==> src/rtl/nco_sweep_pkg.sv <==
// Shared types and default widths for the NCO sweep controller slice.
package nco_sweep_pkg;

    localparam int APR_W = 32;
    localparam int NSW_W = 16;
    localparam int DWW_W = 24;

    localparam logic [APR_W-1:0] ZERO_INC = {APR_W{1'b0}};

    typedef enum logic [1:0] {
        ST_IDLE  = 2'd0,
        ST_DWELL = 2'd1,
        ST_DONE  = 2'd2
    } sweep_state_e;

endpackage

==> src/rtl/nco_sweep_ctrl_if.sv <==
// Control, configuration and tone-output bundle between a sweep master and the controller.
interface nco_sweep_ctrl_if #(
    parameter int APR = nco_sweep_pkg::APR_W,
    parameter int NSW = nco_sweep_pkg::NSW_W,
    parameter int DWW = nco_sweep_pkg::DWW_W
);
    logic           clken;
    logic           start;
    logic           abort;
    logic [APR-1:0] cfg_start_inc;
    logic [APR-1:0] cfg_step;
    logic [NSW-1:0] cfg_num_steps;
    logic [DWW-1:0] cfg_dwell;
    logic           cfg_repeat;
    logic [APR-1:0] phi_inc_o;
    logic           busy;
    logic           step_strobe;
    logic           sweep_done;

    modport master (
        output clken, start, abort, cfg_start_inc, cfg_step, cfg_num_steps, cfg_dwell, cfg_repeat,
        input  phi_inc_o, busy, step_strobe, sweep_done
    );

    modport slave (
        input  clken, start, abort, cfg_start_inc, cfg_step, cfg_num_steps, cfg_dwell, cfg_repeat,
        output phi_inc_o, busy, step_strobe, sweep_done
    );
endinterface

==> src/rtl/nco_sweep_dwell_timer.sv <==
// Loadable down-counter that times how long each tone is held; flags zero when the dwell expires.
module nco_sweep_dwell_timer #(
    parameter int DWW = nco_sweep_pkg::DWW_W
) (
    input  logic           clk,
    input  logic           reset,
    input  logic           clken_i,
    input  logic           load_i,
    input  logic [DWW-1:0] load_val_i,
    output logic           zero_o
);
    logic [DWW-1:0] cnt_q;
    logic [DWW-1:0] cnt_d;

    // Next count: load has priority, otherwise count down and park at zero
    always_comb begin
        cnt_d = cnt_q;
        if (clken_i) begin
            if (load_i) begin
                cnt_d = load_val_i;
            end else if (cnt_q != {DWW{1'b0}}) begin
                cnt_d = cnt_q - {{(DWW-1){1'b0}}, 1'b1};
            end else begin
                cnt_d = cnt_q;
            end
        end else begin
            cnt_d = cnt_q;
        end
    end

    // Counter register
    always_ff @(posedge clk) begin
        if (reset) begin
            cnt_q <= {DWW{1'b0}};
        end else begin
            cnt_q <= cnt_d;
        end
    end

    assign zero_o = (cnt_q == {DWW{1'b0}});
endmodule

==> src/rtl/nco_sweep_ctrl.sv <==
// Stepped linear chirp generator: drives the NCO phase increment through a shadowed sweep
// configuration with per-tone dwell, optional auto-repeat and abort.
module nco_sweep_ctrl #(
    parameter int APR = nco_sweep_pkg::APR_W,
    parameter int NSW = nco_sweep_pkg::NSW_W,
    parameter int DWW = nco_sweep_pkg::DWW_W
) (
    input  logic             clk,
    input  logic             reset,
    nco_sweep_ctrl_if.slave  bus
);
    import nco_sweep_pkg::*;

    sweep_state_e   state_q, state_d;
    logic [APR-1:0] phi_q, phi_d;
    logic           busy_q, busy_d;
    logic           strobe_q, strobe_d;
    logic           done_q, done_d;
    logic [NSW-1:0] step_cnt_q, step_cnt_d;
    logic [APR-1:0] sh_start_q, sh_start_d;
    logic [APR-1:0] sh_step_q, sh_step_d;
    logic [NSW-1:0] sh_num_q, sh_num_d;
    logic [DWW-1:0] sh_dwell_q, sh_dwell_d;
    logic           sh_rep_q, sh_rep_d;

    logic           tmr_load_s;
    logic [DWW-1:0] tmr_val_s;
    logic           tmr_zero_s;
    logic           start_ok_s;
    logic           last_tone_s;

    // In IDLE an abort alongside start wins, so the request is dropped
    assign start_ok_s  = bus.clken & bus.start & ~bus.abort;
    assign last_tone_s = tmr_zero_s & (step_cnt_q == sh_num_q);

    nco_sweep_dwell_timer #(.DWW(DWW)) u_dwell_timer (
        .clk        (clk),
        .reset      (reset),
        .clken_i    (bus.clken),
        .load_i     (tmr_load_s),
        .load_val_i (tmr_val_s),
        .zero_o     (tmr_zero_s)
    );

    // State register
    always_ff @(posedge clk) begin
        if (reset) begin
            state_q <= ST_IDLE;
        end else begin
            state_q <= state_d;
        end
    end

    // Next-state decode; every transition waits for clken
    always_comb begin
        state_d = state_q;
        case (state_q)
            ST_IDLE: begin
                if (start_ok_s) state_d = ST_DWELL;
                else            state_d = ST_IDLE;
            end
            ST_DWELL: begin
                if (!bus.clken)       state_d = ST_DWELL;
                else if (bus.abort)   state_d = ST_IDLE;
                else if (last_tone_s) state_d = ST_DONE;
                else                  state_d = ST_DWELL;
            end
            ST_DONE: begin
                if (!bus.clken)     state_d = ST_DONE;
                else if (bus.abort) state_d = ST_IDLE;
                else if (sh_rep_q)  state_d = ST_DWELL;
                else                state_d = ST_IDLE;
            end
            default: state_d = ST_IDLE;
        endcase
    end

    // Datapath and output next values; pulses default low so a held clken never repeats them
    always_comb begin
        phi_d      = phi_q;
        busy_d     = busy_q;
        strobe_d   = 1'b0;
        done_d     = 1'b0;
        step_cnt_d = step_cnt_q;
        sh_start_d = sh_start_q;
        sh_step_d  = sh_step_q;
        sh_num_d   = sh_num_q;
        sh_dwell_d = sh_dwell_q;
        sh_rep_d   = sh_rep_q;
        tmr_load_s = 1'b0;
        tmr_val_s  = sh_dwell_q;
        case (state_q)
            ST_IDLE: begin
                if (start_ok_s) begin
                    sh_start_d = bus.cfg_start_inc;
                    sh_step_d  = bus.cfg_step;
                    sh_num_d   = bus.cfg_num_steps;
                    sh_dwell_d = bus.cfg_dwell;
                    sh_rep_d   = bus.cfg_repeat;
                    phi_d      = bus.cfg_start_inc;
                    busy_d     = 1'b1;
                    strobe_d   = 1'b1;
                    step_cnt_d = {NSW{1'b0}};
                    tmr_load_s = 1'b1;
                    tmr_val_s  = bus.cfg_dwell;
                end else begin
                    phi_d = phi_q;
                end
            end
            ST_DWELL: begin
                if (!bus.clken) begin
                    phi_d = phi_q;
                end else if (bus.abort) begin
                    phi_d      = APR'(ZERO_INC);
                    busy_d     = 1'b0;
                    step_cnt_d = {NSW{1'b0}};
                    tmr_load_s = 1'b1;
                    tmr_val_s  = {DWW{1'b0}};
                end else if (tmr_zero_s && (step_cnt_q != sh_num_q)) begin
                    phi_d      = phi_q + sh_step_q;
                    step_cnt_d = step_cnt_q + {{(NSW-1){1'b0}}, 1'b1};
                    strobe_d   = 1'b1;
                    tmr_load_s = 1'b1;
                end else if (last_tone_s) begin
                    done_d = 1'b1;
                end else begin
                    phi_d = phi_q;
                end
            end
            ST_DONE: begin
                if (!bus.clken) begin
                    done_d = 1'b0;
                end else if (bus.abort) begin
                    phi_d      = APR'(ZERO_INC);
                    busy_d     = 1'b0;
                    step_cnt_d = {NSW{1'b0}};
                    tmr_load_s = 1'b1;
                    tmr_val_s  = {DWW{1'b0}};
                end else if (sh_rep_q) begin
                    phi_d      = sh_start_q;
                    strobe_d   = 1'b1;
                    step_cnt_d = {NSW{1'b0}};
                    tmr_load_s = 1'b1;
                end else begin
                    busy_d = 1'b0;
                end
            end
            default: begin
                phi_d  = APR'(ZERO_INC);
                busy_d = 1'b0;
            end
        endcase
    end

    // Datapath, shadow configuration and registered outputs
    always_ff @(posedge clk) begin
        if (reset) begin
            phi_q      <= APR'(ZERO_INC);
            busy_q     <= 1'b0;
            strobe_q   <= 1'b0;
            done_q     <= 1'b0;
            step_cnt_q <= {NSW{1'b0}};
            sh_start_q <= {APR{1'b0}};
            sh_step_q  <= {APR{1'b0}};
            sh_num_q   <= {NSW{1'b0}};
            sh_dwell_q <= {DWW{1'b0}};
            sh_rep_q   <= 1'b0;
        end else begin
            phi_q      <= phi_d;
            busy_q     <= busy_d;
            strobe_q   <= strobe_d;
            done_q     <= done_d;
            step_cnt_q <= step_cnt_d;
            sh_start_q <= sh_start_d;
            sh_step_q  <= sh_step_d;
            sh_num_q   <= sh_num_d;
            sh_dwell_q <= sh_dwell_d;
            sh_rep_q   <= sh_rep_d;
        end
    end

    assign bus.phi_inc_o   = phi_q;
    assign bus.busy        = busy_q;
    assign bus.step_strobe = strobe_q;
    assign bus.sweep_done  = done_q;
endmodule
==> src/flat_wrapper.sv <==
// flat-port wrapper written by rule: the top's interface ports become plain ports
module nco_sweep_ctrl_flat import nco_sweep_pkg::*;
#(
    parameter int APR = nco_sweep_pkg::APR_W,
    parameter int NSW = nco_sweep_pkg::NSW_W,
    parameter int DWW = nco_sweep_pkg::DWW_W
)
  (clk, reset, bus_clken, bus_start, bus_abort, bus_cfg_start_inc, bus_cfg_step, bus_cfg_num_steps, bus_cfg_dwell, bus_cfg_repeat, bus_phi_inc_o, bus_busy, bus_step_strobe, bus_sweep_done);
  nco_sweep_ctrl_if #(.APR(APR), .NSW(NSW), .DWW(DWW)) bus_i ();
  input  logic clk;
  input  logic reset;
  input wire logic [$bits(bus_i.clken)-1:0] bus_clken;
  input wire logic [$bits(bus_i.start)-1:0] bus_start;
  input wire logic [$bits(bus_i.abort)-1:0] bus_abort;
  input wire logic [$bits(bus_i.cfg_start_inc)-1:0] bus_cfg_start_inc;
  input wire logic [$bits(bus_i.cfg_step)-1:0] bus_cfg_step;
  input wire logic [$bits(bus_i.cfg_num_steps)-1:0] bus_cfg_num_steps;
  input wire logic [$bits(bus_i.cfg_dwell)-1:0] bus_cfg_dwell;
  input wire logic [$bits(bus_i.cfg_repeat)-1:0] bus_cfg_repeat;
  output wire logic [$bits(bus_i.phi_inc_o)-1:0] bus_phi_inc_o;
  output wire logic [$bits(bus_i.busy)-1:0] bus_busy;
  output wire logic [$bits(bus_i.step_strobe)-1:0] bus_step_strobe;
  output wire logic [$bits(bus_i.sweep_done)-1:0] bus_sweep_done;
  assign bus_i.clken = bus_clken;
  assign bus_i.start = bus_start;
  assign bus_i.abort = bus_abort;
  assign bus_i.cfg_start_inc = bus_cfg_start_inc;
  assign bus_i.cfg_step = bus_cfg_step;
  assign bus_i.cfg_num_steps = bus_cfg_num_steps;
  assign bus_i.cfg_dwell = bus_cfg_dwell;
  assign bus_i.cfg_repeat = bus_cfg_repeat;
  assign bus_phi_inc_o = bus_i.phi_inc_o;
  assign bus_busy = bus_i.busy;
  assign bus_step_strobe = bus_i.step_strobe;
  assign bus_sweep_done = bus_i.sweep_done;
  nco_sweep_ctrl #(.APR(APR), .NSW(NSW), .DWW(DWW)) u_core (.clk(clk), .reset(reset), .bus(bus_i));
endmodule
==> config.mk <==
export PLATFORM = sky130hd
export DESIGN_NAME = nco_sweep_ctrl_flat
export DESIGN_NICKNAME = d
export VERILOG_FILES = /design/src/rtl/nco_sweep_pkg.sv /design/src/rtl/nco_sweep_ctrl_if.sv /design/src/rtl/nco_sweep_dwell_timer.sv /design/src/rtl/nco_sweep_ctrl.sv /design/src/flat_wrapper.sv
export SDC_FILE = /design/constraint.sdc
export NUM_CORES = 1
export LEC_CHECK = 0
export CORE_UTILIZATION = 60
export CTS_CLUSTER_SIZE = 16
export DETAILED_ROUTE_END_ITERATION = 10
export DONT_BUFFER_PORTS = 1
export PLACE_DENSITY_LB_ADDON = 0.25
export SYNTH_ARGS = -nofsm -noshare
export SYNTH_HDL_FRONTEND = slang
export SYNTH_SLANG_ARGS = --single-unit
==> constraint.sdc <==
create_clock -name clk -period 4 [get_ports clk]
set_clock_uncertainty 0.1 [all_clocks]
set_input_delay 1 -clock clk [delete_from_list [all_inputs] [get_ports clk]]
set_output_delay 1 -clock clk [all_outputs]
set_load 0.02 [all_outputs]
==> impl_results.md <==
- Vias post-DR: 8975
- Layout cells sized above 1: 5.429%
- Vias in the first global route: 7957
- DR WL/cell: 17.48 um
- Critical Path End Type: flop
- Final hold vios: 0
- Most frequent cells in the layout: nand2_1, a21oi_1, dfxtp_1
- Syn_area_per_cell: 7.615 um2
- Final Util: 65.22%
- Post-Syn Nets: 1421
- Final #Nets: 1370
- FF-to-FF Start: u_core.bus.phi_inc_o[0]
- Clock-pin slew on the worst setup and hold paths: 70 ps
- Routability cong.: 0.9150
- Final setup fails: 0
- 1st-pass router iterations: 6
- Remaining antenna violation count after routing: 0
- CP Launch Point: u_core.bus.phi_inc_o[0]
- Post-Syn Area: 9694 um2
- Largest net degree at the start of global routing: 149
- Synth unique cells: 66
- Buffers on Ports: 0
- Residual DRC: 0
- Unrepaired setup endpoints after global routing: no
- Die Y: 129.1 um
- Cts bufs inserted: 17
- Yosys reg bits: 182
- Crit path time final: 3310 ps
- Setup TNS: 0 ps
- Hold buffer count at cts: 0
- H-tree depth: 4
- Grt ovf: 0
- F_max: 0.3021 GHz
- Register-to-register setup slack: 690 ps
- Run status: completed
- Clock latency on the worst-skew pair: 440 ps
- Layout Area Growth over Synthesis: 6.479%
- WS Path Type: flop to flop
- Post-CTS Setup Bufs: 0
- Gate Count Post-Synth: 1273
- Sequential fraction of the synthesis area: 37.58%
- Max Cap Viol: 0
- Clock buffer depth: 2
- Worst Path Arrival: 3520 ps
- Via-per-instance ratio: 6.190
- Global-route usage over all layers: 30.22%
- Pwr dens: 505.1 nW/um2
- Fillcell total: 1442
- Core area: 15830 um2
- Die Area: 16670 um2
- Row count: 46
- Initial Util: 61.25%
- IR drop worst, VDD: 0.0003852 V
- Worst-path fanout max: 4
- Fin. max-slew vios: 0
- Synth warnings: 0
- TritonCTS clock tree: yes
- Total wire length: 25.34 mm
- HP Class: flop to flop
- HPWL after DPL: 17.26 mm
- Hold Crit Start: u_core.sh_dwell_q[10]
- Number of gates resized after cts: 0
- Tcrit/Tclk final: 82.75%
- Chip width: 129.1 um
- Slew @ Worst Pin: 890.6 ps
- Critical path launch point type: flop
- Clk sinks: 182
- Synth async-reset ratio: 0%
- IO Pins: 145
- Initial antenna violation count: 0
- Diodes inserted: 0
- Slew margin rel.: 40.61%
- DRT iter0 DRCs: 839
- Commonest non-fill, non-tap cell in the layout: nand2_1
- Root buffer cell: clkbuf_16
- P_leak: 3.870 nW
- Worst endpoint required time: 4210 ps
- First-pass GRT wire length: 39.75 mm
- Post-synth EDFFs: 0
- Most used DFF post-synth: dfxtp_1
## final timing paths
check                                           endpoint  cells past startpoint
worst max-delay path            u_core.bus.phi_inc_o[24]                     11
worst min-delay path               u_core.sh_dwell_q[10]                      2
worst max register to register  u_core.bus.phi_inc_o[24]                     11
worst min register to register     u_core.sh_dwell_q[10]                      2
## cell usage after synthesis (9+ instances only)
master	n	area (um2)
a31oi_1	13	81.33
nor3_1	33	165.2
clkbuf_1	80	300.3
o21a_1	9	67.56
nand2_1	285	1070
a21o_1	18	135.1
ha_1	37	462.9
a22oi_1	20	150.1
nand4_1	14	87.58
a221oi_1	9	78.83
a211o_1	10	87.58
a222oi_1	13	130.1
or3_1	10	62.56
nor2_1	65	244.0
a22o_1	14	122.6
a21oi_1	194	970.9
o21ai_0	59	295.3
dfxtp_1	182	3643
inv_1	20	75.07
nand3_1	28	140.1
xor2_1	30	262.8
xnor2_1	17	148.9
## per-stage QoR
step / instances / worst slack, ps / power, mW / hold slack [ps] / area [um2]
floorplan: 1273 / 824.1 / 3.296 / 335.7 / 9694
global placement: 1419 / 846.3 / 3.539 / 335.6 / 9759
detailed placement: 1419 / 735.8 / 3.567 / 340.7 / 9759
CTS: 1450 / 719.8 / 5.214 / 349.8 / 10320
global route: 1450 / 444.5 / 5.487 / 363.0 / 10320
finish: 1450 / 689.8 / 5.214 / 349.4 / 10320
## final cells by class
class / count / area, um2 / area share (%)
multi-input combinational: 984 / 5643 / 54.67
sequential: 182 / 3643 / 35.30
clock buffer: 20 / 436.7 / 4.230
tap: 216 / 270.3 / 2.618
timing repair buffer: 17 / 127.6 / 1.236
clock inverter: 11 / 126.4 / 1.224
inverter: 20 / 75.07 / 0.7273
## per-layer routing
| metal | global-route usage [%] | wire, um | part of all wire [%] |
|---|---|---|---|
| met1 | 39.19 | 11300 | 45 |
| met2 | 49.02 | 11680 | 46 |
| met3 | 7.267 | 1895 | 7.5 |
| met4 | 10.59 | 469 | 1.9 |
| met5 | 0 | 0 | 0 |
## registers in the layout, summed over array words and instances (netlist names)
| register | cells |
|---|---|
| u_core.sh_start_q | 32 |
| u_core.bus.phi_inc_o | 32 |
| u_core.sh_step_q | 32 |
| u_core.sh_num_q | 16 |
| u_core.bus.step_strobe | 1 |
| u_core.sh_rep_q | 1 |
| u_core.bus.sweep_done | 1 |
| u_core.state_q | 2 |
| u_core.sh_dwell_q | 24 |
| u_core.u_dwell_timer.cnt_q | 24 |
| u_core.bus.busy | 1 |
| u_core.step_cnt_q | 16 |
## cell families after synthesis
family          Yosys count  synth area share [%]
compound gates          403                 25.65
fa+ha+maj                38                 4.982
buf+inv                 107                 4.375
flops                   182                 37.58
xor+xnor                 47                 4.246
simple gates            492                 22.75
mux                       4                0.4130
## power breakdown
group	internal [mW]	switching [mW]	leakage, nW	total, mW
registers	1.98	0.205	1.48	2.19
logic	0.558	0.813	2.12	1.37
clock network	0.920	0.734	0.268	1.65
total	3.46	1.75	3.87	5.21
## worst max-delay path: stages, from the launching register on
cell,delay (ps)
dfxtp_1,480
ha_1,240
inv_1,60
fa_1,390
nor2b_1,190
o2111ai_1,180
nand4_1,190
a41oi_1,280
nor4_1,620
a21oi_1,170
xor2_1,150
o221ai_1,120
Power figures use the tool's default switching activity.
